[src/rtl/alu_pkg.sv]
// Shared constants, opcode/state enums and the command payload for the ALU arbiter.
package alu_pkg;

  localparam int unsigned WIDTH  = 16;
  localparam int unsigned OP_W   = 4;
  localparam int unsigned FLAG_W = 5;
  localparam int unsigned SH_W   = 4;
  localparam int unsigned CNT_W  = 4;
  localparam int unsigned PROD_W = 2 * WIDTH;

  // Bit positions inside the {err, v, c, n, z} flag vector
  localparam int unsigned FLG_Z   = 0;
  localparam int unsigned FLG_N   = 1;
  localparam int unsigned FLG_C   = 2;
  localparam int unsigned FLG_V   = 3;
  localparam int unsigned FLG_ERR = 4;

  typedef enum logic [OP_W-1:0] {
    OP_AND = 4'd0,
    OP_OR  = 4'd1,
    OP_XOR = 4'd2,
    OP_NOT = 4'd3,
    OP_ADD = 4'd4,
    OP_SUB = 4'd5,
    OP_SHL = 4'd6,
    OP_SHR = 4'd7,
    OP_MUL = 4'd8
  } alu_op_e;

  typedef enum logic [1:0] {
    ST_IDLE = 2'd0,
    ST_EXEC = 2'd1,
    ST_RESP = 2'd2
  } state_e;

  typedef struct packed {
    logic [OP_W-1:0]  op;
    logic [WIDTH-1:0] a;
    logic [WIDTH-1:0] b;
  } alu_cmd_t;

endpackage

[src/rtl/alu_core.sv]
// Combinational ALU datapath: (op, a, b) -> (result, {err, v, c, n, z}).
// Covers opcodes 0-7; everything else, including MUL, reports err.
module alu_core
  import alu_pkg::*;
(
  input  logic [OP_W-1:0]   op_i,
  input  logic [WIDTH-1:0]  a_i,
  input  logic [WIDTH-1:0]  b_i,
  output logic [WIDTH-1:0]  result_o,
  output logic [FLAG_W-1:0] flags_o
);

  logic [WIDTH:0]   sum_w;
  logic [WIDTH:0]   shl_w;
  logic [WIDTH:0]   shr_w;
  logic [WIDTH-1:0] res;
  logic             c;
  logic             v;
  logic             err;

  // Extra guard bit captures carry-out and the last bit shifted out
  assign sum_w = {1'b0, a_i} + {1'b0, b_i};
  assign shl_w = {1'b0, a_i} << b_i[SH_W-1:0];
  assign shr_w = {a_i, 1'b0} >> b_i[SH_W-1:0];

  always_comb begin
    res = '0;
    c   = 1'b0;
    v   = 1'b0;
    err = 1'b0;
    case (op_i)
      OP_AND: res = a_i & b_i;
      OP_OR:  res = a_i | b_i;
      OP_XOR: res = a_i ^ b_i;
      OP_NOT: res = ~a_i;
      OP_ADD: begin
        {c, res} = sum_w;
        v = (a_i[WIDTH-1] == b_i[WIDTH-1]) && (res[WIDTH-1] != a_i[WIDTH-1]);
      end
      OP_SUB: begin
        res = a_i - b_i;
        c   = (a_i < b_i);
        v   = (a_i[WIDTH-1] != b_i[WIDTH-1]) && (res[WIDTH-1] != a_i[WIDTH-1]);
      end
      OP_SHL: {c, res} = shl_w;
      OP_SHR: {res, c} = shr_w;
      default: err = 1'b1;
    endcase
  end

  assign result_o          = res;
  assign flags_o[FLG_ERR]  = err;
  assign flags_o[FLG_V]    = v;
  assign flags_o[FLG_C]    = c;
  assign flags_o[FLG_N]    = res[WIDTH-1];
  assign flags_o[FLG_Z]    = !err && (res == '0);

endmodule

[src/rtl/alu_arbiter.sv]
// Two-requester round-robin front end sequencing a shared alu_core.
// Build option: define ALU_MUL_EN to add the 16-cycle shift-add multiply (opcode 8).
module alu_arbiter
  import alu_pkg::*;
(
  input  logic              clk,
  input  logic              rst_n,
  input  logic              req0_valid,
  output logic              req0_ready,
  input  logic [OP_W-1:0]   req0_op,
  input  logic [WIDTH-1:0]  req0_a,
  input  logic [WIDTH-1:0]  req0_b,
  input  logic              req1_valid,
  output logic              req1_ready,
  input  logic [OP_W-1:0]   req1_op,
  input  logic [WIDTH-1:0]  req1_a,
  input  logic [WIDTH-1:0]  req1_b,
  output logic              rsp_valid,
  input  logic              rsp_ready,
  output logic              rsp_id,
  output logic [WIDTH-1:0]  rsp_data,
  output logic [FLAG_W-1:0] rsp_flags,
  output logic              busy
);

  state_e              state_q, state_d;
  logic                rr_q, rr_d;
  alu_cmd_t            cmd_q, cmd_d;
  logic                id_q, id_d;
  logic [WIDTH-1:0]    data_q, data_d;
  logic [FLAG_W-1:0]   flags_q, flags_d;
  logic                valid_q, busy_q;

  logic                grant_c;
  logic                any_valid_c;
  logic                idle_c;
  logic [WIDTH-1:0]    core_res;
  logic [FLAG_W-1:0]   core_flags;

  // Round-robin pointer only matters when both requesters are valid
  assign any_valid_c = req0_valid || req1_valid;
  assign grant_c     = (req0_valid && req1_valid) ? rr_q : req1_valid;
  assign idle_c      = rst_n && (state_q == ST_IDLE);
  assign req0_ready  = idle_c && req0_valid && !grant_c;
  assign req1_ready  = idle_c && req1_valid && grant_c;

  alu_core u_core (
    .op_i     (cmd_q.op),
    .a_i      (cmd_q.a),
    .b_i      (cmd_q.b),
    .result_o (core_res),
    .flags_o  (core_flags)
  );

`ifdef ALU_MUL_EN
  logic [CNT_W-1:0]  cnt_q, cnt_d;
  logic [PROD_W-1:0] prod_q, prod_d;
  logic [PROD_W-1:0] addend_c;
  logic              is_mul_c;

  assign is_mul_c = (cmd_q.op == OP_W'(OP_MUL));
  // Counter doubles as the multiplier bit index for this iteration
  assign addend_c = cmd_q.b[cnt_q] ? (PROD_W'(cmd_q.a) << cnt_q) : '0;
`endif

  always_comb begin
    state_d = state_q;
    rr_d    = rr_q;
    cmd_d   = cmd_q;
    id_d    = id_q;
    data_d  = data_q;
    flags_d = flags_q;
`ifdef ALU_MUL_EN
    cnt_d   = cnt_q;
    prod_d  = prod_q;
`endif
    case (state_q)
      ST_IDLE: begin
        if (any_valid_c) begin
          cmd_d   = grant_c ? '{op: req1_op, a: req1_a, b: req1_b}
                            : '{op: req0_op, a: req0_a, b: req0_b};
          id_d    = grant_c;
          rr_d    = !grant_c;
          state_d = ST_EXEC;
`ifdef ALU_MUL_EN
          cnt_d   = CNT_W'(15);
          prod_d  = '0;
`endif
        end
      end
      ST_EXEC: begin
`ifdef ALU_MUL_EN
        if (is_mul_c) begin
          prod_d = prod_q + addend_c;
          cnt_d  = cnt_q - CNT_W'(1);
          if (cnt_q == '0) begin
            data_d         = prod_d[WIDTH-1:0];
            flags_d        = '0;
            flags_d[FLG_C] = |prod_d[PROD_W-1:WIDTH];
            flags_d[FLG_N] = prod_d[WIDTH-1];
            flags_d[FLG_Z] = (prod_d[WIDTH-1:0] == '0);
            state_d        = ST_RESP;
          end
        end else begin
          data_d  = core_res;
          flags_d = core_flags;
          state_d = ST_RESP;
        end
`else
        data_d  = core_res;
        flags_d = core_flags;
        state_d = ST_RESP;
`endif
      end
      ST_RESP: begin
        if (rsp_ready) state_d = ST_IDLE;
      end
      default: state_d = ST_IDLE;
    endcase
  end

  always_ff @(posedge clk or negedge rst_n) begin
    if (!rst_n) begin
      state_q <= ST_IDLE;
      rr_q    <= 1'b0;
      cmd_q   <= '0;
      id_q    <= 1'b0;
      data_q  <= '0;
      flags_q <= '0;
      valid_q <= 1'b0;
      busy_q  <= 1'b0;
`ifdef ALU_MUL_EN
      cnt_q   <= '0;
      prod_q  <= '0;
`endif
    end else begin
      state_q <= state_d;
      rr_q    <= rr_d;
      cmd_q   <= cmd_d;
      id_q    <= id_d;
      data_q  <= data_d;
      flags_q <= flags_d;
      valid_q <= (state_d == ST_RESP);
      busy_q  <= (state_d != ST_IDLE);
`ifdef ALU_MUL_EN
      cnt_q   <= cnt_d;
      prod_q  <= prod_d;
`endif
    end
  end

  assign rsp_valid = valid_q;
  assign rsp_id    = id_q;
  assign rsp_data  = data_q;
  assign rsp_flags = flags_q;
  assign busy      = busy_q;

endmodule

[config.mk]
export PLATFORM = sky130hd
export DESIGN_NAME = alu_arbiter
export DESIGN_NICKNAME = d
export VERILOG_FILES = /design/src/rtl/alu_pkg.sv /design/src/rtl/alu_core.sv /design/src/rtl/alu_arbiter.sv
export SDC_FILE = /design/constraint.sdc
export NUM_CORES = 1
export LEC_CHECK = 0
export CAP_MARGIN = 20
export CORE_ASPECT_RATIO = 1.1
export CORE_MARGIN = 5
export CORE_UTILIZATION = 40
export CTS_CLUSTER_DIAMETER = 60
export CTS_CLUSTER_SIZE = 16
export DETAILED_ROUTE_END_ITERATION = 16
export SLEW_MARGIN = 20
export SYNTH_ARGS = -nofsm -noshare
export SYNTH_HDL_FRONTEND = slang
export SYNTH_HIERARCHICAL = 1
export SYNTH_SLANG_ARGS = --single-unit
[constraint.sdc]
create_clock -name clk -period 5.2 [get_ports clk]
set_input_delay 1.04 -clock clk [delete_from_list [all_inputs] [get_ports clk]]
set_output_delay 1.04 -clock clk [all_outputs]
set_load 0.01 [all_outputs]
# Word-level counts from Yosys, hierarchy flattened
# Index checks and enable logic that the tools add are counted.
[word_totals]
register_bits = 63
in_bits = 77
[op_classes]
addsub = 2
n_lt_le_gt_ge = 1
n_eq_ne = 14
n_shift = 2
mux = 9
bitwise_logic = 4
n_reduce_logical = 17
[op_table]
columns = ["operator", "count"]
rows = [
  ["case mux 16 bit (8 select lines)", 1],
  ["two-way mux 36 bit", 1],
  ["adder 16 x 16 -> 17 bit", 1],
  ["left shift 16 x 4 -> 17 bit", 1],
  [">> shifter 17 x 4 -> 17 bit", 1],
  ["bitwise AND 16 bit", 1],
  ["equality test 4 x 3 -> 1 bit (second input constant)", 4],
  ["logical NOT 16 bit", 1],
  ["less-than comparator 16 bit", 1],
  ["inverter 16 bit", 1],
  ["bitwise OR 16 bit", 1],
  ["subtractor 16 bit", 1],
  ["XOR 16 bit", 1],
  ["logical AND 1 bit", 9],
  ["equality test 4 x 2 -> 1 bit (second input constant)", 2],
  ["OR reduction 8 bit", 1],
  ["case mux 2 bit (3 select lines)", 1],
  ["equality test 2 bit (second input constant)", 2],
  ["equality test 4 x 1 -> 1 bit (second input constant)", 1],
  ["logical NOT 4 bit", 1],
  ["two-way mux 2 bit", 2],
  ["case mux 1 bit (4 select lines)", 1],
  ["inequality test 1 bit", 3],
  ["equality test 2 x 1 -> 1 bit (second input constant)", 1],
  ["8 further kinds", 9],
]

# Logic depth before layout (Yosys ltp)
[logic_depth]
depth_word = 4
ltp_mapped = 16
mapped_depth_nobuf = 14

# Hierarchy
# The synthesis kept the hierarchy.
[modules_own_cells]
columns = ["module", "instances", "cells_each", "area_per_inst_um2", "seq_area_each_um2"]
rows = [
  ["alu_core", 1, 584, 4239.1, 0.0],
  ["alu_arbiter", 1, 189, 2601.2, 1576.5],
]

# Least setup slack after synthesis
# No wires, ideal clock.
[synth_timing]
path_type = "reg-to-reg"
start = "reg cmd_q[1] (netlist name)"
end = "reg flags_q[0] (netlist: rsp_flags[0])"
setup_time_ps = 65
arrival_time_ps = 4645
required_ps = 5135
slack_ps = 490
stages_incl_launch_ff = 15
path_buffers = 3
cell_sequence = "dfrtp_1 -> clkbuf_1 -> inv_1 -> buf_2 -> buf_1 -> ha_1 -> mux4_2 -> and2_1 -> a41oi_1 -> or4b_1 -> or4_1 -> or4_1 -> or4_1 -> nor4b_2 -> mux2_2"
[synth_via]
elab_chain_len = 4
word_cells_on_any_way = 10
[synth_rtl]
columns = ["element", "line_no", "text"]
rows = [
  ["start: declaration", "alu_arbiter.sv:28", "alu_cmd_t cmd_q, cmd_d;"],
  ["start signal: assignment", "alu_arbiter.sv:139", "cmd_q <= cmd_d;"],
  ["subtractor 16 bit, or another cell as far along", "alu_core.sv:41", "res = a_i - b_i;"],
  ["case mux 16 bit (8 select lines) *", "alu_core.sv:31", "case (op_i)"],
  ["via core_res[1]", "alu_arbiter.sv:37", "logic [WIDTH-1:0] core_res;"],
  ["logical NOT 16 bit *", "alu_core.sv:56", "assign flags_o[FLG_Z] = !err && (res == '0);"],
  ["logical AND 1 bit *", "alu_core.sv:56", ""],
  ["via core_flags[0]", "alu_arbiter.sv:38", "logic [FLAG_W-1:0] core_flags;"],
  ["end signal: assignment", "alu_arbiter.sv:142", "flags_q <= flags_d;"],
  ["end: declaration", "alu_arbiter.sv:31", "logic [FLAG_W-1:0] flags_q, flags_d;"],
]
# Mark *: on every way through the listed nets, which the timed path passes. The rest lies on a longest branch.
# A chain may end at the register's enable or synchronous reset.

# Final worst setup path
[layout_timing]
start = "reg cmd_q[16] (netlist name)"
end = "reg flags_q[0] (netlist: rsp_flags[0])"
[layout_via]
elab_chain_len = 4
word_cells_on_any_way = 11
[layout_rtl]
columns = ["element", "line_no"]
rows = [
  ["subtractor 16 bit, or another cell as far along", "alu_core.sv:41"],
  ["case mux 16 bit (8 select lines) *", "alu_core.sv:31"],
  ["via core_res[6]", "alu_arbiter.sv:37"],
  ["logical NOT 16 bit *", "alu_core.sv:56"],
  ["logical AND 1 bit *", "alu_core.sv:56"],
  ["via core_flags[0]", "alu_arbiter.sv:38"],
]
# Marks and branches as above.

==> flow_summary.html <==
<table>
<tr><th>Metric</th><th>Value</th></tr>
<tr><th colspan="2">Placed design</th></tr>
<tr><td>Pre-CTS WS</td><td>0.9419 ns</td></tr>
<tr><td>Number of cells in the design after placement</td><td>1045</td></tr>
<tr><td>I/O Buffers</td><td>102</td></tr>
<tr><td>Weighted congestion at the end of routability-driven global placement</td><td>0.9731</td></tr>
<tr><td>Half-perimeter wire length of the detailed placement result</td><td>20.91 mm</td></tr>
<tr><th colspan="2">Yosys</th></tr>
<tr><td>Syn_nets</td><td>906</td></tr>
<tr><td>Number of library cell types mapped by synthesis</td><td>76</td></tr>
<tr><td>Syn Area/Cell</td><td>just under 9 um^2</td></tr>
<tr><td>Synth Register Bits</td><td>63</td></tr>
<tr><td>Number of warnings issued by yosys</td><td>6</td></tr>
<tr><td>Most common flop cell mapped by yosys</td><td>dfrtp_1</td></tr>
<tr><td>Number of instances in the synthesized netlist</td><td>773</td></tr>
<tr><td>Portion of the post-synthesis area used by sequential elements</td><td>0.2305</td></tr>
<tr><td>Synth async-reset ratio</td><td>1.000</td></tr>
<tr><td>Number of enable-type register cells in the synthesized netlist</td><td>0</td></tr>
<tr><td>Syn Std Cell Area</td><td>6840 um^2</td></tr>
<tr><th colspan="2">STA</th></tr>
<tr><td>Achievable frequency</td><td>0.2331 GHz</td></tr>
<tr><td>Setup clock skew after layout</td><td>approximately 0.008 ns</td></tr>
<tr><td>Measured slew at the worst slew-check pin</td><td>about 1.1 ns</td></tr>
<tr><td>Number of setup violations in the final report</td><td>0</td></tr>
<tr><td>Share of the clock period used by the worst path after layout</td><td>0.8249</td></tr>
<tr><td>Slew Viols, Final</td><td>0</td></tr>
<tr><td>Worst-case headroom to the max-slew limit</td><td>0.2978</td></tr>
<tr><td>Hold Fails Final Rpt</td><td>0</td></tr>
<tr><td>Final critical path time including I/O delays and setup</td><td>4.290 ns</td></tr>
<tr><td>Final worst setup slack</td><td>0.9104 ns</td></tr>
<tr><td>Setup repair after global routing missed its margin</td><td>no</td></tr>
<tr><td>Setup Total Neg Slack</td><td>0 ns</td></tr>
<tr><th colspan="2">Route</th></tr>
<tr><td>Via count normalized by instance count</td><td>6.480</td></tr>
<tr><td>Remaining DRCs</td><td>0</td></tr>
<tr><td>Final antenna-violating net count</td><td>0</td></tr>
<tr><td>Detailed-route via count</td><td>6875</td></tr>
<tr><td>Number of iterations in the first detailed-routing pass</td><td>5</td></tr>
<tr><td>Post-detailed-routing wire length</td><td>about 27 mm</td></tr>
<tr><td>Wirelength per Cell</td><td>about 25 um</td></tr>
<tr><td>Detailed router's first-iteration violation count</td><td>978</td></tr>
<tr><th colspan="2">Job</th></tr>
<tr><td>Max_cap viols</td><td>0</td></tr>
<tr><th colspan="2">Cells and area</th></tr>
<tr><td>Final core utilization</td><td>0.4882</td></tr>
<tr><td>Fraction of layout instances using a drive strength above 1</td><td>0.1196</td></tr>
<tr><td>NumNets Final</td><td>a little under 1000</td></tr>
<tr><td>Most common library cell in the layout ignoring fill and taps</td><td>clkdlybuf4s50_1</td></tr>
<tr><td>Fillcell total</td><td>around 1600</td></tr>
<tr><td>Antenna cell count</td><td>0</td></tr>
<tr><td>Commonest non-fill, non-tap cells in the layout</td><td>101 x clkdlybuf4s50_1, 63 x dfrtp_1, 57 x inv_1, 57 x nor2_1, 54 x ha_1</td></tr>
<tr><td>Non-Filler Instances</td><td>about 1100</td></tr>
<tr><td>Layout overhead on the synthesized area</td><td>20.56%</td></tr>
<tr><th colspan="2">CTS</th></tr>
<tr><td>Clock latency on the worst-skew pair</td><td>0.35 ns</td></tr>
<tr><td>Hold Buf Count CTS</td><td>0</td></tr>
<tr><td>Maximum number of buffers from clock root to sink</td><td>2</td></tr>
<tr><td>Clock tree from TritonCTS</td><td>built</td></tr>
<tr><td>Post-CTS sizing</td><td>0</td></tr>
<tr><td>Root Buffer Master</td><td>clkbuf_16</td></tr>
<tr><td>Clock-pin slew of the registers on the worst-case setup and hold paths</td><td>0.06 ns</td></tr>
<tr><td>Number of sinks handled by clock tree synthesis</td><td>63</td></tr>
<tr><td>H-tree levels</td><td>3</td></tr>
<tr><td>Total setup buffers inserted after CTS</td><td>0</td></tr>
<tr><td>Number of buffers inserted during clock tree synthesis</td><td>9</td></tr>
<tr><th colspan="2">Power and ir drop</th></tr>
<tr><td>Clock share of power</td><td>0.089</td></tr>
<tr><td>Pwr/cell area</td><td>just under 800 nW/um^2</td></tr>
<tr><td>Combinational power share</td><td>0.742</td></tr>
<tr><td>Sequential power share</td><td>0.169</td></tr>
<tr><td>Leakage</td><td>approximately 0.0036 uW</td></tr>
<tr><td>Final Power</td><td>around 6500 uW</td></tr>
<tr><td>Sw Pwr</td><td>around 3500 uW</td></tr>
<tr><td>P_int</td><td>3058 uW</td></tr>
<tr><td>Peak supply drop</td><td>0.2926 mV</td></tr>
<tr><td>Switch share</td><td>0.5330</td></tr>
<tr><th colspan="2">Global routing</th></tr>
<tr><td>GRT overflow</td><td>0</td></tr>
<tr><td>GR Util All Layers</td><td>0.2686</td></tr>
<tr><td>Global-route wire length before repair</td><td>40.61 mm</td></tr>
<tr><td>Number of antenna violations at the first check in global routing</td><td>0</td></tr>
<tr><td>Pin count of the biggest net entering global routing</td><td>43</td></tr>
<tr><td>Vias in the first global route</td><td>about 6500</td></tr>
<tr><th colspan="2">Critical path</th></tr>
<tr><td>Data arrival time at the worst-slack endpoint</td><td>roughly 4.6 ns</td></tr>
<tr><td>Type of element launching the critical path</td><td>register</td></tr>
<tr><td>Crit path max fanout</td><td>6</td></tr>
<tr><td>Critical path class</td><td>reg2reg</td></tr>
<tr><td>Data required time at the worst endpoint</td><td>about 5.5 ns</td></tr>
<tr><td>Critical path capture point type</td><td>register</td></tr>
<tr><th colspan="2">Floorplan</th></tr>
<tr><td>Count of pins on the block boundary</td><td>103</td></tr>
<tr><td>Area of the die</td><td>approximately 20000 um^2</td></tr>
<tr><td>Initial Util</td><td>0.4050</td></tr>
<tr><td>Core Rows</td><td>50</td></tr>
<tr><td>Die W</td><td>134.7 um</td></tr>
<tr><td>Die H</td><td>147.2 um</td></tr>
<tr><td>Placeable core area</td><td>about 17000 um^2</td></tr>
<tr><th colspan="2">Worst hold path</th></tr>
<tr><td>Type of the most critical hold path</td><td>reg2reg</td></tr>
<tr><th colspan="2">Status</th></tr>
<tr><td>Result of the run</td><td>completed</td></tr>
</table>
## worst max-delay path: stages, from the launching register on
cell and delay (ns):
dfrtp_1 0.49, inv_1 0.13, ha_1 0.25, inv_1 0.08
fa_1 0.21, nor2b_1 0.27, o21ai_1 0.18, and4_1 0.23
o32ai_1 0.39, o211ai_1 0.20, or4_1 0.51, or4_1 0.42
or4_1 0.46, nor4b_2 0.23, mux2_2 0.19
## Yosys cell counts, drive strengths merged (3+ instances only)
cell | instances | area, um^2
xnor2 | 10 | 87.58
a221o | 38 | 380.4
ha | 54 | 675.7
and2 | 3 | 18.77
a221oi | 3 | 26.28
a211oi | 14 | 110.1
inv | 59 | 221.5
o31ai | 5 | 37.54
dfrtp | 63 | 1577
o32ai | 7 | 61.31
a21boi | 4 | 30.02
and3 | 41 | 261.5
or3 | 3 | 18.77
nand4 | 3 | 18.77
o221ai | 3 | 26.28
nor3 | 18 | 90.09
a22oi | 4 | 30.03
nand2b | 15 | 93.84
mux2 | 27 | 315.3
a2bb2oi | 3 | 26.28
nor4 | 8 | 50.05
mux4 | 22 | 495.5
nand3 | 9 | 45.04
a41oi | 3 | 26.28
o22ai | 8 | 50.05
buf | 30 | 214.0
nor2b | 11 | 68.82
clkbuf | 30 | 112.6
o211ai | 7 | 52.55
mux2i | 28 | 280.3
nand2 | 37 | 138.9
a31oi | 9 | 56.30
or4 | 6 | 45.04
o21bai | 5 | 37.54
o21a | 3 | 22.52
nor2 | 58 | 220.2
o21ai | 36 | 180.2
a211o | 4 | 35.03
a21o | 7 | 52.55
a21oi | 39 | 195.2
## path summary, 6_finish.rpt
path                       startpoint      endpoint  slack, ns  depth (start not counted)
hold / removal                 rsp_id        rsp_id       0.49                          1
min in group asynchronous       rst_n     cmd_q[34]       0.76                          2
hold reg to reg                rsp_id        rsp_id       0.49                          1
setup / recovery            cmd_q[16]  rsp_flags[0]       0.91                         14
max in group asynchronous       rst_n   rsp_data[2]       3.64                          3
setup reg to reg            cmd_q[16]  rsp_flags[0]       0.91                         14
## layout make-up
class | instances | area, um^2 | share of cell area
inverter | 59 | 221.5 | 0.02685
multi-input combinational | 591 | 4723 | 0.5728
clock inverter | 6 | 45.04 | 0.005462
timing repair buffer | 124 | 1181 | 0.1432
tap | 208 | 260.3 | 0.03156
clock buffer | 10 | 239.0 | 0.02898
sequential | 63 | 1577 | 0.1912
## flip-flops by register name, indices dropped and copies added, names as in the netlist
register and cells:
cmd_q 36, rsp_valid 1, busy 1, state_q 2, rsp_data 16, rr_q 1
rsp_id 1, rsp_flags 5
## power groups by stage
stage	combinational [uW]	clock, uW	sequential (uW)
final	4860	581	1110
after global routing	5190	624	1140
after detailed placement	4730	0	1110
after global placement	4720	0	1100
after CTS	4750	601	1100
after floorplan	3320	0	978
## metrics by stage
stage	cell area, um^2	hold slack (ns)
after global placement	7963	0.4606
after global routing	8247	0.5024
after floorplan	6840	0.4874
after CTS	8247	0.4870
after detailed placement	7963	0.4736
final	8247	0.4890
## metal layers
metal | routed length (um) | global-route usage | up-vias
li1 | - | - | 3064
met1 | 11370 | 0.3624 | 3379
met2 | 12910 | 0.4432 | 377
met3 | 1768 | 0.03185 | 55
met4 | 828 | 0.09623 | 0
met5 | 0 | 0 | -
## cells by family after synthesis
family                   count (synthesis)  synth area share
AND/OR/NAND/NOR                        221            0.1687
adder cells (fa/ha/maj)                 56            0.1046
XOR/XNOR                                11           0.01408
flip-flops                              63            0.2305
buffers and inverters                  119           0.08012
multiplexers                            77            0.1595
AO/OA/AOI/OAI                          226            0.2426
No activity file was read; power rests on OpenSTA's default activity.
